$ cat config.mk
export PLATFORM = sky130hd
export DESIGN_NAME = spi_receiver
export DESIGN_NICKNAME = d
export VERILOG_FILES = /design/src/rtl/spi_pkg.sv /design/src/rtl/spi_sync.sv /design/src/rtl/spi_receiver.sv
export SDC_FILE = /design/constraint.sdc
export NUM_CORES = 1
export LEC_CHECK = 0
export CAP_MARGIN = 10
export CORE_UTILIZATION = 50
export DETAILED_ROUTE_END_ITERATION = 12
export GPL_ROUTABILITY_DRIVEN = 0
export PLACE_DENSITY = 0.74
export SETUP_SLACK_MARGIN = 0.3
export SYNTH_ARGS = -nofsm -noshare
export SYNTH_HDL_FRONTEND = slang
export SYNTH_SLANG_ARGS = --single-unit
$ cat constraint.sdc
create_clock -name i_clk -period 3.5 [get_ports i_clk]
set_input_delay 0.875 -clock i_clk [delete_from_list [all_inputs] [get_ports i_clk]]
set_output_delay 0.875 -clock i_clk [all_outputs]
set_load 0.005 [all_outputs]
$ cat src/rtl/spi_pkg.sv
// Shared SPI definitions: default word width and receiver state encoding.
package spi_pkg;

  localparam int unsigned SPI_DATA_WIDTH  = 8;
  localparam int unsigned SPI_STATE_W     = 2;

  localparam logic [1:0] ST_WAIT_IDLE = 2'd0;
  localparam logic [1:0] ST_IDLE      = 2'd1;
  localparam logic [1:0] ST_SHIFT     = 2'd2;

endpackage

$ cat src/rtl/spi_sync.sv
// Single-bit multi-flop synchroniser for asynchronous SPI pins.
module spi_sync #(
  parameter int unsigned STAGES = 2
) (
  input  logic i_clk,
  input  logic i_rst,
  input  logic i_d,
  output logic o_q
);

  logic [STAGES-1:0] sync_q;

  always_ff @(posedge i_clk) begin
    if (i_rst) begin
      sync_q <= '0;
    end else begin
      sync_q <= {sync_q[STAGES-2:0], i_d};
    end
  end

  assign o_q = sync_q[STAGES-1];

endmodule

$ cat src/rtl/spi_receiver.sv
// Mode-0 SPI peripheral receiver with valid/ack output holding register.
// Optional o_frame_err port enabled by defining SPI_RECEIVER_FRAME_ERR_EN.
module spi_receiver
  import spi_pkg::*;
#(
  parameter int unsigned DATA_WIDTH  = SPI_DATA_WIDTH,
  parameter int unsigned SYNC_STAGES = 2
) (
  input  logic                  i_clk,
  input  logic                  i_rst,
  input  logic                  i_s_clk,
  input  logic                  i_ss,
  input  logic                  i_mosi,
  output logic [DATA_WIDTH-1:0] o_data,
  output logic                  o_data_valid,
  input  logic                  i_data_ack,
  output logic                  o_busy,
  output logic                  o_overrun
`ifdef SPI_RECEIVER_FRAME_ERR_EN
  ,
  output logic                  o_frame_err
`endif
);

  localparam int unsigned CNT_W = (DATA_WIDTH > 1) ? $clog2(DATA_WIDTH) : 1;

  logic ss_s;
  logic sclk_s;
  logic mosi_s;
  logic sclk_d;
  logic sclk_rise;
  logic rise_q;
  logic mosi_q;

  spi_sync #(.STAGES(SYNC_STAGES)) u_sync_sclk (
    .i_clk (i_clk),
    .i_rst (i_rst),
    .i_d   (i_s_clk),
    .o_q   (sclk_s)
  );

  spi_sync #(.STAGES(SYNC_STAGES)) u_sync_ss (
    .i_clk (i_clk),
    .i_rst (i_rst),
    .i_d   (i_ss),
    .o_q   (ss_s)
  );

  spi_sync #(.STAGES(SYNC_STAGES)) u_sync_mosi (
    .i_clk (i_clk),
    .i_rst (i_rst),
    .i_d   (i_mosi),
    .o_q   (mosi_s)
  );

  assign sclk_rise = sclk_s & ~sclk_d;

  // Registered rise strobe with the mosi bit sampled alongside it
  always_ff @(posedge i_clk) begin
    if (i_rst) begin
      sclk_d <= 1'b0;
      rise_q <= 1'b0;
      mosi_q <= 1'b0;
    end else begin
      sclk_d <= sclk_s;
      rise_q <= sclk_rise;
      mosi_q <= mosi_s;
    end
  end

  logic [SPI_STATE_W-1:0] state;
  logic [SPI_STATE_W-1:0] state_n;
  logic [DATA_WIDTH-1:0]  shreg;
  logic [DATA_WIDTH-1:0]  shreg_n;
  logic [CNT_W-1:0]       cnt;
  logic [CNT_W-1:0]       cnt_n;
  logic [DATA_WIDTH-1:0]  data_n;
  logic                   valid_n;
  logic                   busy_n;
  logic                   overrun_n;
  logic                   complete;
  logic [DATA_WIDTH-1:0]  shifted;
`ifdef SPI_RECEIVER_FRAME_ERR_EN
  logic                   frame_err_n;
`endif

  always_ff @(posedge i_clk) begin
    if (i_rst) begin
      state        <= ST_WAIT_IDLE;
      shreg        <= '0;
      cnt          <= '0;
      o_data       <= '0;
      o_data_valid <= 1'b0;
      o_busy       <= 1'b0;
      o_overrun    <= 1'b0;
`ifdef SPI_RECEIVER_FRAME_ERR_EN
      o_frame_err  <= 1'b0;
`endif
    end else begin
      state        <= state_n;
      shreg        <= shreg_n;
      cnt          <= cnt_n;
      o_data       <= data_n;
      o_data_valid <= valid_n;
      o_busy       <= busy_n;
      o_overrun    <= overrun_n;
`ifdef SPI_RECEIVER_FRAME_ERR_EN
      o_frame_err  <= frame_err_n;
`endif
    end
  end

  // Next-state, shift/count and output-register logic
  always_comb begin
    state_n   = state;
    shreg_n   = shreg;
    cnt_n     = cnt;
    data_n    = o_data;
    valid_n   = o_data_valid;
    overrun_n = 1'b0;
    complete  = 1'b0;
    shifted   = {shreg[DATA_WIDTH-2:0], mosi_q};
`ifdef SPI_RECEIVER_FRAME_ERR_EN
    frame_err_n = 1'b0;
`endif

    if (o_data_valid && i_data_ack) begin
      valid_n = 1'b0;
    end

    case (state)
      ST_WAIT_IDLE: begin
        if (ss_s) begin
          state_n = ST_IDLE;
        end
      end
      ST_IDLE: begin
        if (!ss_s) begin
          state_n = ST_SHIFT;
          cnt_n   = '0;
          shreg_n = '0;
        end
      end
      ST_SHIFT: begin
        if (rise_q) begin
          shreg_n = shifted;
          if (cnt == CNT_W'(DATA_WIDTH - 1)) begin
            complete = 1'b1;
            cnt_n    = '0;
          end else begin
            cnt_n = cnt + CNT_W'(1);
          end
        end
        // A byte finishing in the same cycle as deselect is still committed
        if (ss_s) begin
          state_n = ST_IDLE;
          cnt_n   = '0;
          shreg_n = '0;
`ifdef SPI_RECEIVER_FRAME_ERR_EN
          if ((cnt != '0) && !complete) begin
            frame_err_n = 1'b1;
          end
`endif
        end
      end
      default: begin
        state_n = ST_WAIT_IDLE;
      end
    endcase

    if (complete) begin
      if (!o_data_valid || i_data_ack) begin
        data_n  = shifted;
        valid_n = 1'b1;
      end else begin
        overrun_n = 1'b1;
      end
    end

    busy_n = (state_n == ST_SHIFT);
  end

endmodule

==> flow_summary.toml, run 1 <==
[outcome]
outcome = "finished, final reports clean"

[cells_and_area]
fillCellCount = 186
seqCellArea_sq_um = 641
layout_common_cells = "dfxtp_1 (32), nand2_1 (17), clkdlybuf4s50_1 (16), mux2i_1 (15), nor2b_1 (11)"
drive_above_1_share = 0.0741
final_nets = 142
multi_input_area_sq_um = 527
area_delta_synth_final_pct = 20.0
antenna_cells = 0
final_common_cell = "dfxtp_1"

[sta]
timing.final.ws_setup_ps = 1230
rsz0062_at_grt = "false"
min_period_ps = 2270
fmax_mhz = 441
finalSetupViolCount = 0
finalMaxSlewViolations = 0
worst_slew_pin_slew_ps = 632
slew_headroom = 0.578
min_period_over_period = 0.648
tns_ps = 0
finalHoldViolCount = 0
skew_ps = 7.75

[drt]
drcViolationCount = 0
dr.pass1.iters = 4
drt-total-wl_mm = 1.99
wire_per_inst_um = 12.2
ant_nets = 0
num_vias = 846
vias_per_cell = 5.19
drt_first_iter_violations = 16

[power_and_ir_drop]
power_density_nw_per_um2 = 462
clkPwrFrac = 0.405
power_leakage_nw = 0.542
p_sw_mw = 0.139
pwr-share-comb = 0.039
pwr-share-seq = 0.556
power.internal_mw = 0.530
fin_total_pwr_mw = 0.669
swShare = 0.207
peakVddDrop_mv = 0.438

[floorplanning]
core-area_sq_um = 2230
num_rows = 17
start_util = 0.539
dieHeight_um = 51.1
die_w_um = 51.1
die_area_sq_um = 2610
io_pins = 17

[cts]
cts_buffers = 5
postCtsSetupBuffers = 0
hold_buffers = 0
clkLatencyLatePin_ps = 330
cts_buffer_depth = 2
clk_pin_slew_ps = 90
cts_tree = "yes"
cts-root-buf = "clkbuf_4"
ctsResizeCount = 0
cts.htree.levels = 2
cts_sinks = 32

[placement]
post-place-ws_ps = 881
port_buffers = 16
place_hpwl_mm = 1.37

[setup_path]
cp_max_fo = 24
path_class = "primary input to flop"
start_kind = "primary input"
crit_required_ps = 3750
worstPathArrival_ps = 2520
cp_slowest_stage_delay_ps = 680
critPathCaptureType = "flop"
crit_path_cell_trace = "clkdlybuf4s50_1 -> inv_1 -> nand2_1 -> mux2i_1"
crit_slowest_cell = "clkdlybuf4s50_1"

[synthesis]
syn_area_sq_um = 1200
synth.area.top_cells = "dfxtp_1 (53%), mux2i_1 (12%), nor2b_1 (5.7%)"
ys.flop_type = "dfxtp_1"
syn-instance-count = 117
synth_seq_area_share = 0.532
synth_top_area_frac = 0.532
synth_area_per_cell_sq_um = 10.3
yosys_warnings = 0
synth_nets = 125
synth_top_cell_by_area = "dfxtp_1"
yosysUniqueCellTypes = 24
synth_seq_cells = 32
synthArstFlopShare = 0
synth_edf_count = 0

[global_route]
grt.total_usage = 0.190
grt_start_max_net_pins = 25
grt_pass1_wl_mm = 3.53
overflow = 0
grt_pass1_vias = 826
antenna_found_initial = 0

[worst_hold_path]
hp-class = "flop to flop"

[run]
cap_violations = 0
## cells by family (layout without fill, tap and decap cells)
group | count (synthesis) | count (layout) | share of synthesized area
and+or+nand+nor | 48 | 48 | 0.209
AOI/OAI and AO/OA | 12 | 12 | 0.0831
adders and majority gates | 2 | 2 | 0.0208
buffers and inverters | 8 | 26 | 0.0311
DFF | 32 | 32 | 0.532
muxes | 15 | 15 | 0.125
## Yosys cell counts (2+ instances only)
cell and number:
nand3_1 7, nor3_1 4, nand2b_1 3, nand2_1 17
inv_1 2, clkbuf_1 4, nor2_1 2, dfxtp_1 32
mux2i_1 15, nor2b_1 11, a21oi_1 3, ha_1 2
o2111ai_1 3, o211ai_1 2
## critical path, delay by kind of cell
family	cells	cell delay, ps
and+or+nand+nor	1	170
buffers and inverters	2	1290
muxes	1	180
## per-layer routing
metal | share of wire | GRT usage | up-vias
met5 | 0 | 0 | -
met4 | 0.036 | 0.139 | 0
met3 | 0.051 | 0.0565 | 8
met2 | 0.47 | 0.309 | 25
met1 | 0.45 | 0.208 | 380
li1 | - | - | 433
## registers in the layout (all words and copies together), names as in the netlist
register and cells:
o_busy 1, sclk_d 1, mosi_q 1, o_data 8, o_overrun 1, shreg 7
u_sync_ss.sync_q 2, cnt 3, u_sync_sclk.sync_q 2, o_data_valid 1, state 2, u_sync_mosi.sync_q 2
rise_q 1
## power groups by stage
stage / registers [mW] / clock network, mW / logic, mW
detailed placement: 0.380 / 0 / 0.0259
CTS: 0.372 / 0.279 / 0.0261
floorplan: 0.380 / 0 / 0.0172
finish: 0.372 / 0.271 / 0.0260
global placement: 0.380 / 0 / 0.0250
global route: 0.373 / 0.292 / 0.0287
## per-stage QoR
step	cell area, sq um	hold slack [ps]	cells	utilization
2_1_floorplan	1200	367	117	-
3_3_place_gp	1370	372	155	0.613
3_5_place_dp	1370	378	155	0.613
4_1_cts	1450	393	163	0.648
5_1_grt	1450	420	163	0.648
6_report	1450	389	163	0.648
## worst paths after layout
check / endpoint / cells after the start / start / slack, ps
worst max register to register: o_data[3]$_SDFFE_PP0P_ / 5 / cnt[0]$_SDFFE_PP0P_ / 1740
worst min register to register: rise_q$_SDFF_PP0_ / 1 / sclk_d$_SDFF_PP0_ / 390
worst max-delay path: o_data[3]$_SDFFE_PP0P_ / 4 / i_rst / 1230
worst min-delay path: rise_q$_SDFF_PP0_ / 1 / sclk_d$_SDFF_PP0_ / 390
## layout make-up
| class | instances | area share |
|---|---|---|
| Sequential cell | 32 | 0.443 |
| Multi-Input combinational cell | 77 | 0.364 |
| Timing Repair Buffer | 16 | 0.111 |
| Clock buffer | 6 | 0.0285 |
| Clock inverter | 2 | 0.0242 |
| Tap cell | 28 | 0.0242 |
| Inverter | 2 | 0.00519 |
Power figures use the tool's default switching activity.
==> run 2, diff against run 1 <==
==> constraint.sdc (replaced) <==
create_clock -name i_clk -period 2.2 [get_ports i_clk]
set_input_delay 0.55 -clock i_clk [delete_from_list [all_inputs] [get_ports i_clk]]
set_output_delay 0.55 -clock i_clk [all_outputs]
set_load 0.005 [all_outputs]
==> flow_summary.toml, run 2 (same netlist as run 1, synthesis figures left out) <==
[cts]
cts.htree.levels = 2
clkLatencyLatePin_ps = 320
cts_sinks = 32
postCtsSetupBuffers = 0
hold_buffers = 0
cts-root-buf = "clkbuf_4"
cts_buffers = 5
clk_pin_slew_ps = 100
cts_buffer_depth = 2
ctsResizeCount = 0
cts_tree = "yes"

[global_route]
grt_start_max_net_pins = 25
antenna_found_initial = 0
grt.total_usage = 0.190
use_met3 = 0.0923
overflow = 0
use_met1 = 0.213
busiest_layer = "met2"
grt_util_met2 = 0.311
grt_pass1_vias = 838
grt_pass1_wl_mm = 3.55

[power_and_ir_drop]
power_density_nw_per_um2 = 687
peakVddDrop_mv = 0.608
power_leakage_nw = 0.552
fin_total_pwr_mw = 1.00

[setup_path]
cp-endpoint = "o_data[4]"
reg2regPathDepth = 5
path_depth = 1
cp_max_fo = 2
start_kind = "flop"
critPathCaptureType = "output pin"
r2r_start = "cnt[0]$_SDFFE_PP0P_"
worstPathArrival_ps = 1170
critPathLaunch = "o_data[4]$_SDFFE_PP0P_"
cp_slowest_stage_delay_ps = 500
crit_slowest_cell = "clkdlybuf4s50_1"
crit_path_cell_trace = "clkdlybuf4s50_1"
path_class = "flop to output pin"
rrSetupSlack_ps = 730
crit_required_ps = 1650
worstReg2RegEnd = "o_data[0]$_SDFFE_PP0P_"
crit_family = "buffers and inverters"
cp_num_buf_inv = 1

[sta]
slew_headroom = 0.636
finalHoldViolCount = 0
skew_ps = 8.05
tns_ps = 0
fmax_mhz = 582
finalMaxSlewViolations = 0
min_period_over_period = 0.780
worst_slew_pin_slew_ps = 544
finalSetupViolCount = 0
rsz0062_at_grt = "false"
min_period_ps = 1720

[cells_and_area]
layout_common_cells = "dfxtp_1 (32), nand2_1 (17), clkdlybuf4s50_1 (16), mux2i_1 (15), nor2b_1 (11)"
seqCellArea_sq_um = 641
fillCellCount = 186
largest_register_ffs = 8
drive_above_1_share = 0.0949
final_common_cell = "dfxtp_1"
final_nets = 145
area_delta_synth_final_pct = 21.0
antenna_cells = 0
regMostFlops = "o_data"
multi_input_area_sq_um = 527
reg_top3 = "o_data: 8 flops, shreg: 7 flops, cnt: 3 flops"

[drt]
num_vias = 867
vias_per_cell = 5.25
drcViolationCount = 0
drt-total-wl_mm = 2.01
wire_per_inst_um = 12.2
dr.pass1.iters = 4
drt_first_iter_violations = 12
ant_nets = 0

[outcome]
outcome = "finished, final reports clean"

[floorplanning]
num_rows = 17
core-area_sq_um = 2230
io_pins = 17
dieHeight_um = 51.1
die_area_sq_um = 2610
die_w_um = 51.1
start_util = 0.539

[placement]
port_buffers = 16
place_hpwl_mm = 1.40

[worst_hold_path]
min_from = "sclk_d$_SDFF_PP0_"
hp-class = "flop to flop"

[run]
cap_violations = 0
[run 2: changes by cell type in the layout (fill, tap and decap cells not counted)]
| cell | change |
|---|---|
| buf_4 | +3 |
| clkbuf_8 | +2 |
| bufinv_16 | -1 |
| clkbuf_1 | -1 |
| clkinv_2 | -1 |
[run 2: final cells by class]
type	instances	area share
sequential	32	0.439
multi-input combinational	77	0.361
timing repair buffer	19	0.125
clock buffer	7	0.0446
tap	28	0.0240
inverter	2	0.00515
[run 2: how the worst min path moves through the flow]
stage                                    to  slack [ps]  depth (start not counted)
after floorplan           rise_q$_SDFF_PP0_         370                          1
after global placement    rise_q$_SDFF_PP0_         370                          1
after detailed placement  rise_q$_SDFF_PP0_         390                          1
after CTS                 rise_q$_SDFF_PP0_         400                          1
after global routing      rise_q$_SDFF_PP0_         420                          1
final                     rise_q$_SDFF_PP0_         400                          1
[run 2: per-stage QoR]
step           utilization  setup WS [ps]  hold slack (ps)  cells  area (sq um)
6_report             0.653            483              403    165          1460
3_3_place_gp         0.624            510              372    158          1390
4_1_cts              0.653            459              399    165          1460
5_1_grt              0.653            398              424    165          1460
3_5_place_dp         0.624            474              393    158          1390
2_1_floorplan            -            808              367    117          1200
[run 2: worst reg2reg max path, delay by kind of cell, from the launching register on]
kind | cells | cell delay [ps]
DFF | 1 | 340
adders and majority gates | 2 | 400
muxes | 1 | 220
and+or+nand+nor | 2 | 440
[run 2: per-layer routing]
metal  wire, um  part of all wire
met5          0                 0
met4         12            0.0060
met3        106             0.053
met2        954              0.47
met1        941              0.47
[run 2: where the power goes]
part | switching, mW | leakage (nW) | internal (mW)
sequential | 0.00455 | 0.259 | 0.587
combinational | 0.0234 | 0.256 | 0.0208
clock | 0.185 | 0.0374 | 0.181
